`src/rtl/alu_seq_param.sv`:
```
// Sequential register-file ALU: accepts one R/I-type instruction in IDLE and reads its
// operands in READ. It executes and writes back in EXEC, then presents the result in DONE.
//   state | meaning
//   IDLE  | ready for a new instruction
//   READ  | fetch op1/op2 from the register file
//   EXEC  | compute, register outputs, write rd
//   DONE  | result valid, wait for consumer
module alu_seq_param #(
  parameter int WIDTH = 16,
  parameter int AW = 4,
  localparam int INST_W = 5 + 2*AW + WIDTH
) (
  input  logic              CLK,
  input  logic              RST_n,
  input  logic [INST_W-1:0] INST,
  input  logic              IN_VALID,
  output logic              IN_READY,
  output logic [WIDTH-1:0]  D_out,
  output logic              Over_Flow,
  output logic              ILLEGAL,
  output logic              OUT_VALID,
  input  logic              OUT_READY
);

  localparam int NREGS = 1 << AW;
  localparam int SW = $clog2(WIDTH);

  typedef enum logic [1:0] {IDLE, READ, EXEC, DONE} state_t;

  state_t state, state_nxt;

  logic [INST_W-1:0] inst_q;
  logic [WIDTH-1:0]  regs [NREGS];
  logic [WIDTH-1:0]  op1_q, op2_q;

  logic [4:0]       op_code;
  logic [3:0]       funct;
  logic             itype;
  logic [AW-1:0]    rd, rs, rt;
  logic [WIDTH-1:0] imm;

  logic [WIDTH-1:0] res;
  logic             ovf, ill;

  assign op_code = inst_q[INST_W-1 -: 5];
  assign funct   = op_code[4:1];
  assign itype   = op_code[0];
  assign rd      = inst_q[INST_W-6 -: AW];
  assign rs      = inst_q[INST_W-6-AW -: AW];
  assign imm     = inst_q[WIDTH-1:0];
  assign rt      = imm[WIDTH-1 -: AW];

  always_ff @(posedge CLK or negedge RST_n) begin
    if (!RST_n) state <= IDLE;
    else        state <= state_nxt;
  end

  always_comb begin
    state_nxt = state;
    case (state)
      IDLE: if (IN_VALID) state_nxt = READ;
      READ: state_nxt = EXEC;
      EXEC: state_nxt = DONE;
      DONE: if (OUT_READY) state_nxt = IDLE;
      default: state_nxt = IDLE;
    endcase
  end

  assign IN_READY  = (state == IDLE);
  assign OUT_VALID = (state == DONE);

  always_ff @(posedge CLK or negedge RST_n) begin
    if (!RST_n) begin
      inst_q <= '0;
      op1_q  <= '0;
      op2_q  <= '0;
    end else begin
      if (state == IDLE && IN_VALID) inst_q <= INST;
      if (state == READ) begin
        // R0 is never written, so it reads as zero without a special case
        op1_q <= regs[rs];
        op2_q <= itype ? imm : regs[rt];
      end
    end
  end

  always_comb begin
    res = '0;
    ovf = 1'b0;
    ill = 1'b0;
    case (funct)
      4'b0000: res = op1_q & op2_q;
      4'b0001: res = op1_q | op2_q;
      4'b0010: begin
        res = op1_q + op2_q;
        ovf = (op1_q[WIDTH-1] == op2_q[WIDTH-1]) && (res[WIDTH-1] != op1_q[WIDTH-1]);
      end
      4'b0011: res = op1_q ^ op2_q;
      4'b0100: res = op1_q << op2_q[SW-1:0];
      4'b0101: res = op1_q >> op2_q[SW-1:0];
      4'b0110: begin
        res = op1_q - op2_q;
        ovf = (op1_q[WIDTH-1] != op2_q[WIDTH-1]) && (res[WIDTH-1] != op1_q[WIDTH-1]);
      end
      4'b0111: res = {{(WIDTH-1){1'b0}}, ($signed(op1_q) < $signed(op2_q))};
      4'b1100: res = ~(op1_q | op2_q);
      default: ill = 1'b1;
    endcase
  end

  always_ff @(posedge CLK or negedge RST_n) begin
    if (!RST_n) begin
      D_out     <= '0;
      Over_Flow <= 1'b0;
      ILLEGAL   <= 1'b0;
    end else if (state == EXEC) begin
      D_out     <= res;
      Over_Flow <= ovf;
      ILLEGAL   <= ill;
    end
  end

  always_ff @(posedge CLK or negedge RST_n) begin
    if (!RST_n) begin
      for (int i = 0; i < NREGS; i++) regs[i] <= '0;
    end else if (state == EXEC && !ill && rd != '0) begin
      regs[rd] <= res;
    end
  end

endmodule

```
`config.mk`:
```
export PLATFORM = sky130hd
export DESIGN_NAME = alu_seq_param
export DESIGN_NICKNAME = d
export VERILOG_FILES = /design/src/rtl/alu_seq_param.sv
export SDC_FILE = /design/constraint.sdc
export NUM_CORES = 1
export LEC_CHECK = 0
export ABC_CLOCK_PERIOD_IN_PS = 9100
export CAP_MARGIN = 40
export CORE_MARGIN = 3
export CORE_UTILIZATION = 54
export CTS_CLUSTER_SIZE = 14
export DETAILED_ROUTE_END_ITERATION = 10
export PLACE_DENSITY = 0.72
export SLEW_MARGIN = 20
export SYNTH_ARGS = -nofsm -noshare
export SYNTH_HDL_FRONTEND = slang
export SYNTH_SLANG_ARGS = --single-unit
```
`constraint.sdc`:
```
create_clock -name CLK -period 9.1 [get_ports CLK]
set_input_delay 1.82 -clock CLK [delete_from_list [all_inputs] [get_ports CLK]]
set_output_delay 1.82 -clock CLK [all_outputs]
set_load 0.005 [all_outputs]
```
### After elaboration in Yosys (flattened, before gate mapping)

Index checks and enable logic that the tools add are counted.

| storage, ports and cells | value |
|---|---|
| latch bits | 0 |
| word-level logic and storage cells | 83 |
| RAM bits | 0 |
| input bits | 33 |
| output and inout port bits | 20 |
| memories | 0 |
| register bits | 337 |
| ROM bits | 0 |

| operators by class | value |
|---|---|
| divide/modulo/power cells | 0 |
| bitwise gates (word level) | 7 |
| shifts and indexed selects | 2 |
| order comparisons | 5 |
| $mul | 0 |
| reduce and logical (&&, ||, !) cells | 11 |
| add/subtract/negate cells | 2 |
| equality and inequality tests | 17 |
| mux-type cells | 16 |

Operators with widths:

| kind | number |
|---|---|
| 256-bit bitwise mux | 1 |
| 16-bit case mux with 9 select lines | 1 |
| 16-bit binary-select mux with 4-bit select | 2 |
| 16-bit 2-to-1 mux | 6 |
| 16-bit demux with 4-bit select | 1 |
| 16-bit adder | 1 |
| 16-bit AND | 1 |
| 4-bit by 3-bit equality test with 1-bit output, second input constant | 4 |
| 16-bit less-than comparator | 1 |
| 16-bit inverter | 1 |
| 16-bit OR | 1 |
| 16-bit by 4-bit << shifter with 16-bit output | 1 |
| 16-bit by 4-bit >> shifter with 16-bit output | 1 |
| 16-bit subtractor | 1 |
| 16-bit XOR | 1 |
| 5-bit greater-or-equal comparator, second input constant | 3 |
| 4-bit inverter with 5-bit output | 3 |
| 9-bit OR reduction | 1 |
| 4-bit by 2-bit equality test with 1-bit output, second input constant | 2 |
| 2-bit case mux with 4 select lines | 1 |
| 1-bit logical AND | 6 |
| 5-bit by 1-bit less-than comparator with 1-bit output, second input constant | 1 |
| 2-bit equality test, second input constant | 2 |
| 4-bit by 1-bit equality test with 1-bit output, second input constant | 1 |
| 13 further kinds | 16 |

### Logic depth before layout (Yosys ltp)

| depth | value |
|---|---|
| depth after elaboration | 6 |
| gate-level depth with buffers | 13 |

### Worst setup path after synthesis

OpenSTA, ideal clock, no wires.

| timing path | value |
|---|---|
| kind | register to register |
| start point | register op2_q[2] |
| end point | register regs[190] (netlist name) |
| buffers on the path | 3 |
| arrival | 3.243 ns |
| setup time | 0.125 ns |
| stages on the path, launching flop included | 13 |
| slack | 5.732 ns |
| cell sequence | dfrtp_1 buf_2 inv_2 clkbuf_1 ha_1 a21o_1 a221o_1 a2111o_1 nand4_1 nand3b_1 or3b_4 buf_6 mux2_2 |

| between the ends | value |
|---|---|
| longest elaborated chain between the ends | 3 |
| elaborated cells between the ends (all ways) | 6 |
| classes of those cells | add/sub (2); shift (2); mux (2) |

Ends and longest elaborated chain:

| element | line | text |
|---|---|---|
| from (decl) | 34 | `logic [WIDTH-1:0] op1_q, op2_q;` |
| from (signal assigned) | 82 | `op2_q <= itype ? imm : regs[rt];` |
| 16-bit subtractor, or another cell as far along | 102 | `res = op1_q - op2_q;` |
| 16-bit case mux with 9 select lines * | 91 | `case (funct)` |
| 256-bit bitwise mux * | 127 | `regs[rd] <= res;` |
| to (signal, indexed assignment) | 127 |  |
| to (decl) | 33 | `logic [WIDTH-1:0] regs [NREGS];` |

Mark *: on every way between the ends. The rest lies on a longest branch, timed or not.
A chain may end at the register's enable or synchronous reset.

### Worst setup path after layout

| timing path | value |
|---|---|
| start point | register op2_q[1] |
| end point | register regs[183] (netlist name) |

The elaborated chain is that of the path after synthesis.

==> results.json <==
{
  "nNetsFinal": 1984,
  "period_needed_ns": 4.220,
  "cp_max_fo": 41,
  "power_frac_seq_pct": 28.5,
  "initial_core_util_pct": 55.17,
  "synthArstFlopShare_pct": 100.0,
  "switching_share_pct": 44.61,
  "drtAntennaViolNets": 0,
  "peakVddDrop_mv": 0.1644,
  "post-cts-setup-buffer-count": 0,
  "worst_slew_pin_slew_ns": 0.8844,
  "p_int_mw": 5.417,
  "gr-total-overflow": 0,
  "p_per_area_nw_per_um2": 430.8,
  "insertion_delay_ns": 0.56,
  "crit_start": "op2_q[1]",
  "synth_most_common_cell": "dfrtp_1",
  "die_area_um2": 40040,
  "crit_type": "reg -> reg",
  "cts_tree": "built",
  "leakage_nw": 9.547,
  "syn_to_final_growth_pct": 11.59,
  "synth_edf_count": 0,
  "post-route-util_pct": 61.57,
  "synth_top_cell_area_share_pct": 41.45,
  "avgSynthCellArea_um2": 10.61,
  "hold_buffers": 0,
  "setup-tns-final_ns": 0,
  "slew_headroom_pct": 40.68,
  "fmax_mhz": 237.0,
  "groute.usage.overall_pct": 31.28,
  "finalCritPeriodShare_pct": 46.37,
  "hold_path.class": "reg -> reg",
  "rsz0062_at_grt": "no",
  "synth_area_um2": 20340,
  "drt_iter0_markers": 1828,
  "drc": 0,
  "slew_violations": 0,
  "ys.flop_type": "dfrtp_1",
  "drive_gt1_share_pct": 20.03,
  "cp-start-kind": "flip-flop",
  "setup_viol": 0,
  "reg2reg_from": "op2_q[1]",
  "status": "completed",
  "die_h_um": 200.1,
  "clockBufferDepth": 3,
  "pwr-share-clk_pct": 15.7,
  "cp_data_required_time_ns": 9.52,
  "hold_viol": 0,
  "arrival_ns": 4.64,
  "drv_cap": 0,
  "core_um2": 36870,
  "viasPerCell": 6.681,
  "gp_congestion": 1.012,
  "cts_resized": 0,
  "cts_buffers": 38,
  "grt_pass1_vias": 15980,
  "die_w_um": 200.1,
  "synth_warnings": 0,
  "drt_pass1_iterations": 6,
  "cp-end-kind": "flip-flop",
  "finClkSkew_ns": 0.02348,
  "p_comb_share_pct": 55.7,
  "clkSinkCount": 337,
  "grt_pass1_wl_um": 96910,
  "num_vias": 16180,
  "cts_root_buffer": "clkbuf_16",
  "yosysUniqueCellTypes": 81,
  "rows": 70,
  "synthTopCellsByArea": "dfrtp_1, mux4_2, a21oi_1, nor2_1, ha_1",
  "hpwl_um": 42120,
  "wl_um": 63410,
  "synth_area_leader_cell": "dfrtp_1",
  "yosys-top-cells-count": "dfrtp_1, nor2_1, a21oi_1",
  "synth_nets": 2011,
  "io_buffer_count": 52,
  "yosysSeqAreaShare_pct": 41.45,
  "io_pins": 53,
  "grt_max_degree": 106,
  "htree_levels": 2,
  "ys_seq_elements": 337,
  "syn_inst": 1917,
  "clk_pin_slew_ns": 0.06,
  "switching_power_mw": 4.363,
  "grt_antenna_before_repair": 1,
  "drt-wirelength-per-cell_um": 26.18,
  "min-delay-start": "regs[248]"
}
[final cells by class]
type                            count  area (um2)
Multi-Input combinational cell   1345       11010
Inverter                           54       202.7
Antenna cell                        1       2.502
Sequential cell                   337        8446
Timing Repair Buffer              114        1165
Clock buffer                       56        1089
Tap cell                          504       630.6
Clock inverter                     11       157.7
Fill cell                        2954       14170
[critical path, cell delays in order, from the launching register on]
cell      delay (ns)
dfrtp_1         0.32
buf_4           0.45
inv_1           0.33
ha_1            0.43
nor2_1          0.13
o221ai_1        0.15
a211oi_1        0.75
nor2_1          0.21
a221o_1         0.42
a211oi_2        0.49
buf_4           0.29
o21ai_0         0.11
[state kept, by name (all words and copies together), names as in the netlist]
name       cells
D_out         16
ILLEGAL        1
Over_Flow      1
inst_q        29
op1_q         16
op2_q         16
regs         256
state          2
[cells by family (layout without fill, tap and decap cells)]
| group | Yosys count | in the layout | synth area share, % |
|---|---|---|---|
| xor+xnor | 3 | 3 | 0.1292 |
| mux | 276 | 276 | 23.73 |
| flops | 337 | 337 | 41.45 |
| simple gates | 515 | 515 | 11.14 |
| fa+ha+maj | 61 | 61 | 3.825 |
| other cells | 0 | 1 | 0 |
| buf+inv | 235 | 235 | 4.834 |
| compound gates | 490 | 490 | 14.88 |
[power by group through the flow]
stage	sequential (mW)	clock [mW]	combinational, mW
2_1_floorplan	2.52	0	3.88
3_3_place_gp	2.82	0	4.97
3_5_place_dp	2.85	0	5.21
4_1_cts	2.83	1.56	5.24
5_1_grt	2.86	1.63	5.81
6_report	2.79	1.54	5.45
[cell usage in the layout, fill, tap and decap left out, types with 26 or more instances in the layout]
cell type / instances
ha_1: 58
dfrtp_1: 331
a21oi_1: 234
nand2_1: 84
a31oi_1: 38
nor3_1: 26
mux2i_1: 56
clkdlybuf4s50_1: 51
o21ai_0: 85
buf_4: 43
mux2_2: 61
clkbuf_16: 38
inv_1: 53
nor2_1: 283
mux4_2: 159
[worst paths after layout]
kind	endpoint	slack (ns)	cells past startpoint
max in group asynchronous	regs[12]	6.30	3
worst min-delay path	regs[248]	0.40	0
worst max register to register	regs[183]	4.88	11
worst max-delay path	regs[183]	4.88	11
worst min register to register	regs[248]	0.40	0
min in group asynchronous	op1_q[6]	1.34	1
[metal layers]
metal  global-route usage (%)  wire [um]
met4                    13.80       3111
met1                    42.34      24500
met5                        0          0
met3                    6.663       6282
met2                    49.29      29510
[through the flow]
step	instance area, um2	cells	total power, mW	setup WS (ns)	hold WS (ns)
6_report	22700	2422	9.780	4.880	0.3952
5_1_grt	22700	2421	10.30	4.775	0.4109
4_1_cts	22620	2416	9.631	5.041	0.3993
3_5_place_dp	21380	2349	8.066	5.059	0.3840
3_3_place_gp	21080	2332	7.785	4.842	0.3773
2_1_floorplan	20340	1917	6.394	5.732	0.4413
Note: power is estimated with default switching activity, not from simulation.
